[src/rtl/vga_timing_pkg.sv]
// Shared raster timing types and defaults for the beam sweep generator.
// Contents:
//   beam_x_t / beam_y_t  column and row coordinate types
//   *_DEF constants       1024x768@60 timing (H_TOTAL 1344, V_TOTAL 806)
//   in_window()           true when lo <= val < lo + len
package vga_timing_pkg;

  typedef logic [10:0] beam_x_t;
  typedef logic [9:0]  beam_y_t;

  localparam int H_ACTIVE_DEF   = 1024;
  localparam int H_FRONT_DEF    = 24;
  localparam int H_SYNC_DEF     = 136;
  localparam int H_BACK_DEF     = 160;
  localparam int V_ACTIVE_DEF   = 768;
  localparam int V_FRONT_DEF    = 3;
  localparam int V_SYNC_DEF     = 6;
  localparam int V_BACK_DEF     = 29;
  localparam int SYNC_DELAY_DEF = 1;

  function automatic logic in_window(input int val, input int lo, input int len);
    return (val >= lo) && (val < lo + len);
  endfunction

endpackage

[src/rtl/sweep_axis_counter.sv]
// One raster axis: counts 0..TOTAL-1 while en is high and wraps to 0.
// Ports:
//   clk    system clock
//   reset  synchronous active-high reset; loads TOTAL-1 so the first enabled
//          step lands on 0
//   en     advance enable
//   count  current position (register)
//   wrap   high while count sits on its terminal value TOTAL-1
module sweep_axis_counter #(
  parameter int TOTAL = 1344,
  parameter int WIDTH = 11
) (
  input  logic             clk,
  input  logic             reset,
  input  logic             en,
  output logic [WIDTH-1:0] count,
  output logic             wrap
);

  localparam logic [WIDTH-1:0] LAST = WIDTH'(TOTAL - 1);

  logic [WIDTH-1:0] r_count;

  assign wrap  = (r_count == LAST);
  assign count = r_count;

  always_ff @(posedge clk) begin
    if (reset) begin
      r_count <= LAST;
    end else if (en) begin
      r_count <= wrap ? '0 : r_count + WIDTH'(1);
    end
  end

endmodule

[src/rtl/beam_sweep_generator.sv]
// Raster timing source: sweeps the beam over the full H/V frame including
// blanking, producing coordinates, draw enable, delayed syncs and strobes.
// Ports:
//   clk, reset       clock and synchronous active-high reset
//   pix_en           pixel advance enable
//   beam_x, beam_y   current pixel coordinates
//   draw             pixel is inside the visible area
//   hsync, vsync     sync levels, SYNC_DELAY enabled pixels behind the beam
//   line_start       one-clk pulse when outputs show x == 0
//   frame_start      one-clk pulse when outputs show (0,0)
//   vblank_start     one-clk pulse when outputs show (0,V_ACTIVE)
//   frame_count      frame counter, increments on every wrap to (0,0)
module beam_sweep_generator
  import vga_timing_pkg::*;
#(
  parameter int   H_ACTIVE   = H_ACTIVE_DEF,
  parameter int   H_FRONT    = H_FRONT_DEF,
  parameter int   H_SYNC     = H_SYNC_DEF,
  parameter int   H_BACK     = H_BACK_DEF,
  parameter int   V_ACTIVE   = V_ACTIVE_DEF,
  parameter int   V_FRONT    = V_FRONT_DEF,
  parameter int   V_SYNC     = V_SYNC_DEF,
  parameter int   V_BACK     = V_BACK_DEF,
  parameter logic HSYNC_POL  = 1'b0,
  parameter logic VSYNC_POL  = 1'b0,
  parameter int   SYNC_DELAY = SYNC_DELAY_DEF
) (
  input  logic        clk,
  input  logic        reset,
  input  logic        pix_en,
  output logic [10:0] beam_x,
  output logic [9:0]  beam_y,
  output logic        draw,
  output logic        hsync,
  output logic        vsync,
  output logic        line_start,
  output logic        frame_start,
  output logic        vblank_start,
  output logic [15:0] frame_count
);

  localparam int H_TOTAL = H_ACTIVE + H_FRONT + H_SYNC + H_BACK;
  localparam int V_TOTAL = V_ACTIVE + V_FRONT + V_SYNC + V_BACK;

  if (H_TOTAL > 2048) begin : g_h_range
    $error("H_TOTAL does not fit beam_x");
  end
  if (V_TOTAL > 1024) begin : g_v_range
    $error("V_TOTAL does not fit beam_y");
  end
  if (SYNC_DELAY < 0 || SYNC_DELAY > 4) begin : g_dly_range
    $error("SYNC_DELAY must be 0..4");
  end

  localparam beam_x_t H_ACT_X  = beam_x_t'(H_ACTIVE);
  localparam beam_y_t V_ACT_Y  = beam_y_t'(V_ACTIVE);

  beam_x_t w_x, w_x_nxt;
  beam_y_t w_y, w_y_nxt;
  logic    w_h_wrap, w_v_wrap, w_v_en;
  logic    w_hs_act, w_vs_act;

  logic        r_draw, r_line, r_frame, r_vblank;
  logic [15:0] r_frame_cnt;
  // index 0 tracks the beam; index SYNC_DELAY is what leaves the block
  logic        r_hs_pipe [0:SYNC_DELAY];
  logic        r_vs_pipe [0:SYNC_DELAY];

  assign w_v_en = pix_en & w_h_wrap;

  sweep_axis_counter #(.TOTAL(H_TOTAL), .WIDTH(11)) u_h_axis (
    .clk   (clk),
    .reset (reset),
    .en    (pix_en),
    .count (w_x),
    .wrap  (w_h_wrap)
  );

  sweep_axis_counter #(.TOTAL(V_TOTAL), .WIDTH(10)) u_v_axis (
    .clk   (clk),
    .reset (reset),
    .en    (w_v_en),
    .count (w_y),
    .wrap  (w_v_wrap)
  );

  // Registered outputs are computed from the coordinates the counters are
  // about to take, so draw/strobes land in the same clk as beam_x/beam_y.
  assign w_x_nxt  = w_h_wrap ? '0 : w_x + beam_x_t'(1);
  assign w_y_nxt  = !w_h_wrap ? w_y : (w_v_wrap ? '0 : w_y + beam_y_t'(1));
  assign w_hs_act = in_window(int'(w_x_nxt), H_ACTIVE + H_FRONT, H_SYNC);
  assign w_vs_act = in_window(int'(w_y_nxt), V_ACTIVE + V_FRONT, V_SYNC);

  always_ff @(posedge clk) begin
    if (reset) begin
      r_draw      <= 1'b0;
      r_line      <= 1'b0;
      r_frame     <= 1'b0;
      r_vblank    <= 1'b0;
      r_frame_cnt <= '0;
      for (int i = 0; i <= SYNC_DELAY; i++) begin
        r_hs_pipe[i] <= ~HSYNC_POL;
        r_vs_pipe[i] <= ~VSYNC_POL;
      end
    end else if (pix_en) begin
      r_draw   <= (w_x_nxt < H_ACT_X) && (w_y_nxt < V_ACT_Y);
      r_line   <= (w_x_nxt == '0);
      r_frame  <= (w_x_nxt == '0) && (w_y_nxt == '0);
      r_vblank <= (w_x_nxt == '0) && (w_y_nxt == V_ACT_Y);
      if (w_h_wrap && w_v_wrap) begin
        r_frame_cnt <= r_frame_cnt + 16'd1;
      end
      r_hs_pipe[0] <= w_hs_act ? HSYNC_POL : ~HSYNC_POL;
      r_vs_pipe[0] <= w_vs_act ? VSYNC_POL : ~VSYNC_POL;
      for (int i = 1; i <= SYNC_DELAY; i++) begin
        r_hs_pipe[i] <= r_hs_pipe[i-1];
        r_vs_pipe[i] <= r_vs_pipe[i-1];
      end
    end else begin
      r_line   <= 1'b0;
      r_frame  <= 1'b0;
      r_vblank <= 1'b0;
    end
  end

  assign beam_x       = w_x;
  assign beam_y       = w_y;
  assign draw         = r_draw;
  assign hsync        = r_hs_pipe[SYNC_DELAY];
  assign vsync        = r_vs_pipe[SYNC_DELAY];
  assign line_start   = r_line;
  assign frame_start  = r_frame;
  assign vblank_start = r_vblank;
  assign frame_count  = r_frame_cnt;

endmodule

[config.mk]
export PLATFORM = sky130hd
export DESIGN_NAME = beam_sweep_generator
export DESIGN_NICKNAME = d
export VERILOG_FILES = /design/src/rtl/vga_timing_pkg.sv /design/src/rtl/sweep_axis_counter.sv /design/src/rtl/beam_sweep_generator.sv
export SDC_FILE = /design/constraint.sdc
export NUM_CORES = 1
export LEC_CHECK = 0
export ABC_AREA = 0
export BUFFER_PORTS_ARGS = -buffer_cell sky130_fd_sc_hd__buf_4
export CORE_UTILIZATION = 35
export CTS_BUF_LIST = sky130_fd_sc_hd__clkbuf_4
export CTS_CLUSTER_DIAMETER = 150
export CTS_CLUSTER_SIZE = 12
export DETAILED_ROUTE_END_ITERATION = 10
export GPL_TIMING_DRIVEN = 0
export PLACE_DENSITY_LB_ADDON = 0.3
export RECOVER_POWER = 25
export SKIP_CTS_REPAIR_TIMING = 1
export SYNTH_ARGS = -nofsm -noshare
export SYNTH_HDL_FRONTEND = slang
export SYNTH_SLANG_ARGS = --single-unit
[constraint.sdc]
create_clock -name clk -period 6.22 [get_ports clk]
set_clock_uncertainty 0.05 [all_clocks]
set_input_delay 0.622 -clock clk [delete_from_list [all_inputs] [get_ports clk]]
set_output_delay 0.622 -clock clk [all_outputs]
set_load 0.005 [all_outputs]
==> results.sh <==
export IMPL_status="completed"
export IMPL_relSlewSlack=0.557
export IMPL_hp_start="draw"
export IMPL_reg2reg_slack_ps=3390
export IMPL_cts_made_buffers=5
export IMPL_drc=0
export IMPL_synth_avg_cell_area_um2=8.38
export IMPL_setup_viol=0
export IMPL_cts_buffer_depth=2
export IMPL_start_util=0.364
export IMPL_drt_total_wl_um=6600
export IMPL_synthArstFlopShare=0
export IMPL_ys_dominant_reg_cell="dfxtp_1"
export IMPL_wl_per_cell_um=14.1
export IMPL_synthCells=317
export IMPL_startpoint_type="flip-flop"
export IMPL_period_share=0.455
export IMPL_post_place_ws_ps=3470
export IMPL_yosys_warnings=0
export IMPL_setup_slack_ps=3390
export IMPL_rsz0062_at_grt="false"
export IMPL_use_met3=0.0305
export IMPL_synth_edf_count=4
export IMPL_min_to="draw"
export IMPL_yosysMostFrequentCell="dfxtp_1"
export IMPL_reg2reg_depth=9
export IMPL_clk_transition_reported_paths_ps=160
export IMPL_synth_seq_cells=45
export IMPL_fmax_mhz=354
export IMPL_grt_max_degree=18
export IMPL_hold_ws_ps=431
export IMPL_syn_to_final_growth_pct=19.7
export IMPL_tightest_slew_ps=659
export IMPL_finalNetCount=376
export IMPL_worstPathMaxFanout=10
export IMPL_n_antenna_cell=0
export IMPL_grt_busiest_layer="met2"
export IMPL_via_per_inst=5.34
export IMPL_worstPathArrival_ps=2920
export IMPL_cts_tree="built"
export IMPL_finalHoldViolCount=0
export IMPL_cts_max_level=2
export IMPL_io_pins=46
export IMPL_syn_nets=324
export IMPL_grt_ovfl_total=0
export IMPL_end_kind="flip-flop"
export IMPL_groute_usage_overall=0.176
export IMPL_synth_top_area_cell="dfxtp_1"
export IMPL_die_area_mm2=0.00795
export IMPL_hold_depth=2
export IMPL_final_cell_area_mm2=0.00318
export IMPL_worstSetupPathType="flip-flop to flip-flop"
export IMPL_synth_common_cells="dfxtp_1, nor2_1, nand2_1"
export IMPL_gp_congestion=0.896
export IMPL_antenna_found_initial=0
export IMPL_firstDrtPassIters=4
export IMPL_synth_area_leaders="dfxtp_1, xor2_1, nor2_1"
export IMPL_yosysSeqAreaShare=0.354
export IMPL_fillers=803
export IMPL_period_minus_slack_ps=2830
export IMPL_register_area_um2=941
export IMPL_synth_cell_area_mm2=0.00266
export IMPL_min_path_type="flip-flop to flip-flop"
export IMPL_slew_violations=0
export IMPL_total_power_mw=0.796
export IMPL_grt_use_met1=0.244
export IMPL_synth_top_cell_area_share=0.309
export IMPL_place_area_mm2=0.00312
export IMPL_port_buffers=45
export IMPL_rows=31
export IMPL_hpwl_um=4700
export IMPL_power_density_mw_per_mm2=250
export IMPL_die_h_um=89.1
export IMPL_die_w_um=89.1
export IMPL_ir_worst_vdd_mv=0.121
export IMPL_required_ps=6310
export IMPL_leakage_nw=1.22
export IMPL_vias=2503
export IMPL_gr_usage_met2=0.274
export IMPL_core_area_mm2=0.00729
export IMPL_maxCapViolCount=0
export IMPL_reg2reg_from="u_h_axis.count[0]"
export IMPL_final_setup_tns_ps=0
export IMPL_multi_input_area_mm2=0.00159
export IMPL_clock_sinks=45
export IMPL_ys_types=61
export IMPL_timing_rr_end="r_vs_pipe[0][0]"
export IMPL_drive_gt1_frac=0.203
export IMPL_ant_nets=0
export IMPL_grt_pass1_vias=2194
export IMPL_clkLatencyLatePin_ps=390
export IMPL_drtIter0Drc=109
export IMPL_grt_pass1_wl_um=10800
export IMPL_clockRootBuffer="clkbuf_4"
-- stage by stage --
stage                     instances  utilization
after floorplan                 317            -
after global placement          461        0.428
after detailed placement        461        0.428
after CTS                       469        0.437
after global routing            469        0.436
final                           469        0.436
-- where the power goes --
group	internal [mW]	switching, mW
Sequential	0.310	0.0205
Combinational	0.118	0.180
Clock	0.0501	0.118
-- sequential cells by signal, indices dropped and copies added (netlist names) --
| signal | cells |
|---|---|
| draw | 1 |
| frame_count | 16 |
| frame_start | 1 |
| line_start | 1 |
| r_hs_pipe | 2 |
| r_vs_pipe | 2 |
| u_h_axis.count | 11 |
| u_v_axis.count | 10 |
| vblank_start | 1 |
-- worst max-delay path, stage by stage, from the launching register on --
cell      delay, ps
dfxtp_1         430
ha_1            250
and2_1          140
clkbuf_1        290
nand4_1         320
buf_2           290
o21a_1          220
a21oi_1         130
o211ai_1        120
a311o_1         350
-- worst max path at each step --
stage,start,to,slack (ps),depth (start not counted)
floorplan,u_v_axis.count[0],r_vs_pipe[0][0],3690,8
global placement,u_h_axis.count[0],r_vs_pipe[0][0],3460,9
detailed placement,u_h_axis.count[0],r_vs_pipe[0][0],3470,9
CTS,u_v_axis.count[0],r_vs_pipe[0][0],3420,7
global route,u_h_axis.count[0],r_vs_pipe[0][0],3140,9
finish,u_h_axis.count[0],r_vs_pipe[0][0],3390,9
-- layout make-up --
type,instances,share of cell area
Multi-Input combinational cell,245,0.498
Sequential cell,45,0.296
Timing Repair Buffer,45,0.105
Tap cell,99,0.0389
Buffer,21,0.0342
Clock buffer,5,0.0118
Clock inverter,3,0.00904
Inverter,6,0.00708
-- layout by cell type (no fill, tap or decap), drive strengths merged, types with 3 or more instances in the layout --
master,count
xnor2,6
nand3,21
a31oi,4
mux2i,3
clkbuf,37
nor4,5
nor2,35
or3,4
a21boi,3
ha,4
and2,5
and2b,3
edfxtp,4
o21ai,17
a21oi,16
buf,34
xor2,16
nand2,22
and3,10
nand4,10
or2,3
o22ai,6
o21a,3
dfxtp,41
nor3,13
a211o,5
inv,9
nand2b,3
a22o,3
-- layer usage --
layer  wire length (um)  part of all wire
met1               3160              0.48
met4                116             0.018
met3                313             0.047
met5                  0                 0
met2               3010              0.46
-- kinds of logic (layout without fill, tap and decap cells) --
| logic type | after synthesis | after routing | share of synthesized area |
|---|---|---|---|
| fa+ha+maj | 4 | 4 | 0.0188 |
| mux | 4 | 4 | 0.0155 |
| flops | 45 | 45 | 0.354 |
| buf+inv | 27 | 80 | 0.0494 |
| simple gates | 145 | 145 | 0.317 |
| xor+xnor | 22 | 22 | 0.0725 |
| compound gates | 70 | 70 | 0.172 |
No activity file was read; power rests on OpenSTA's default activity.
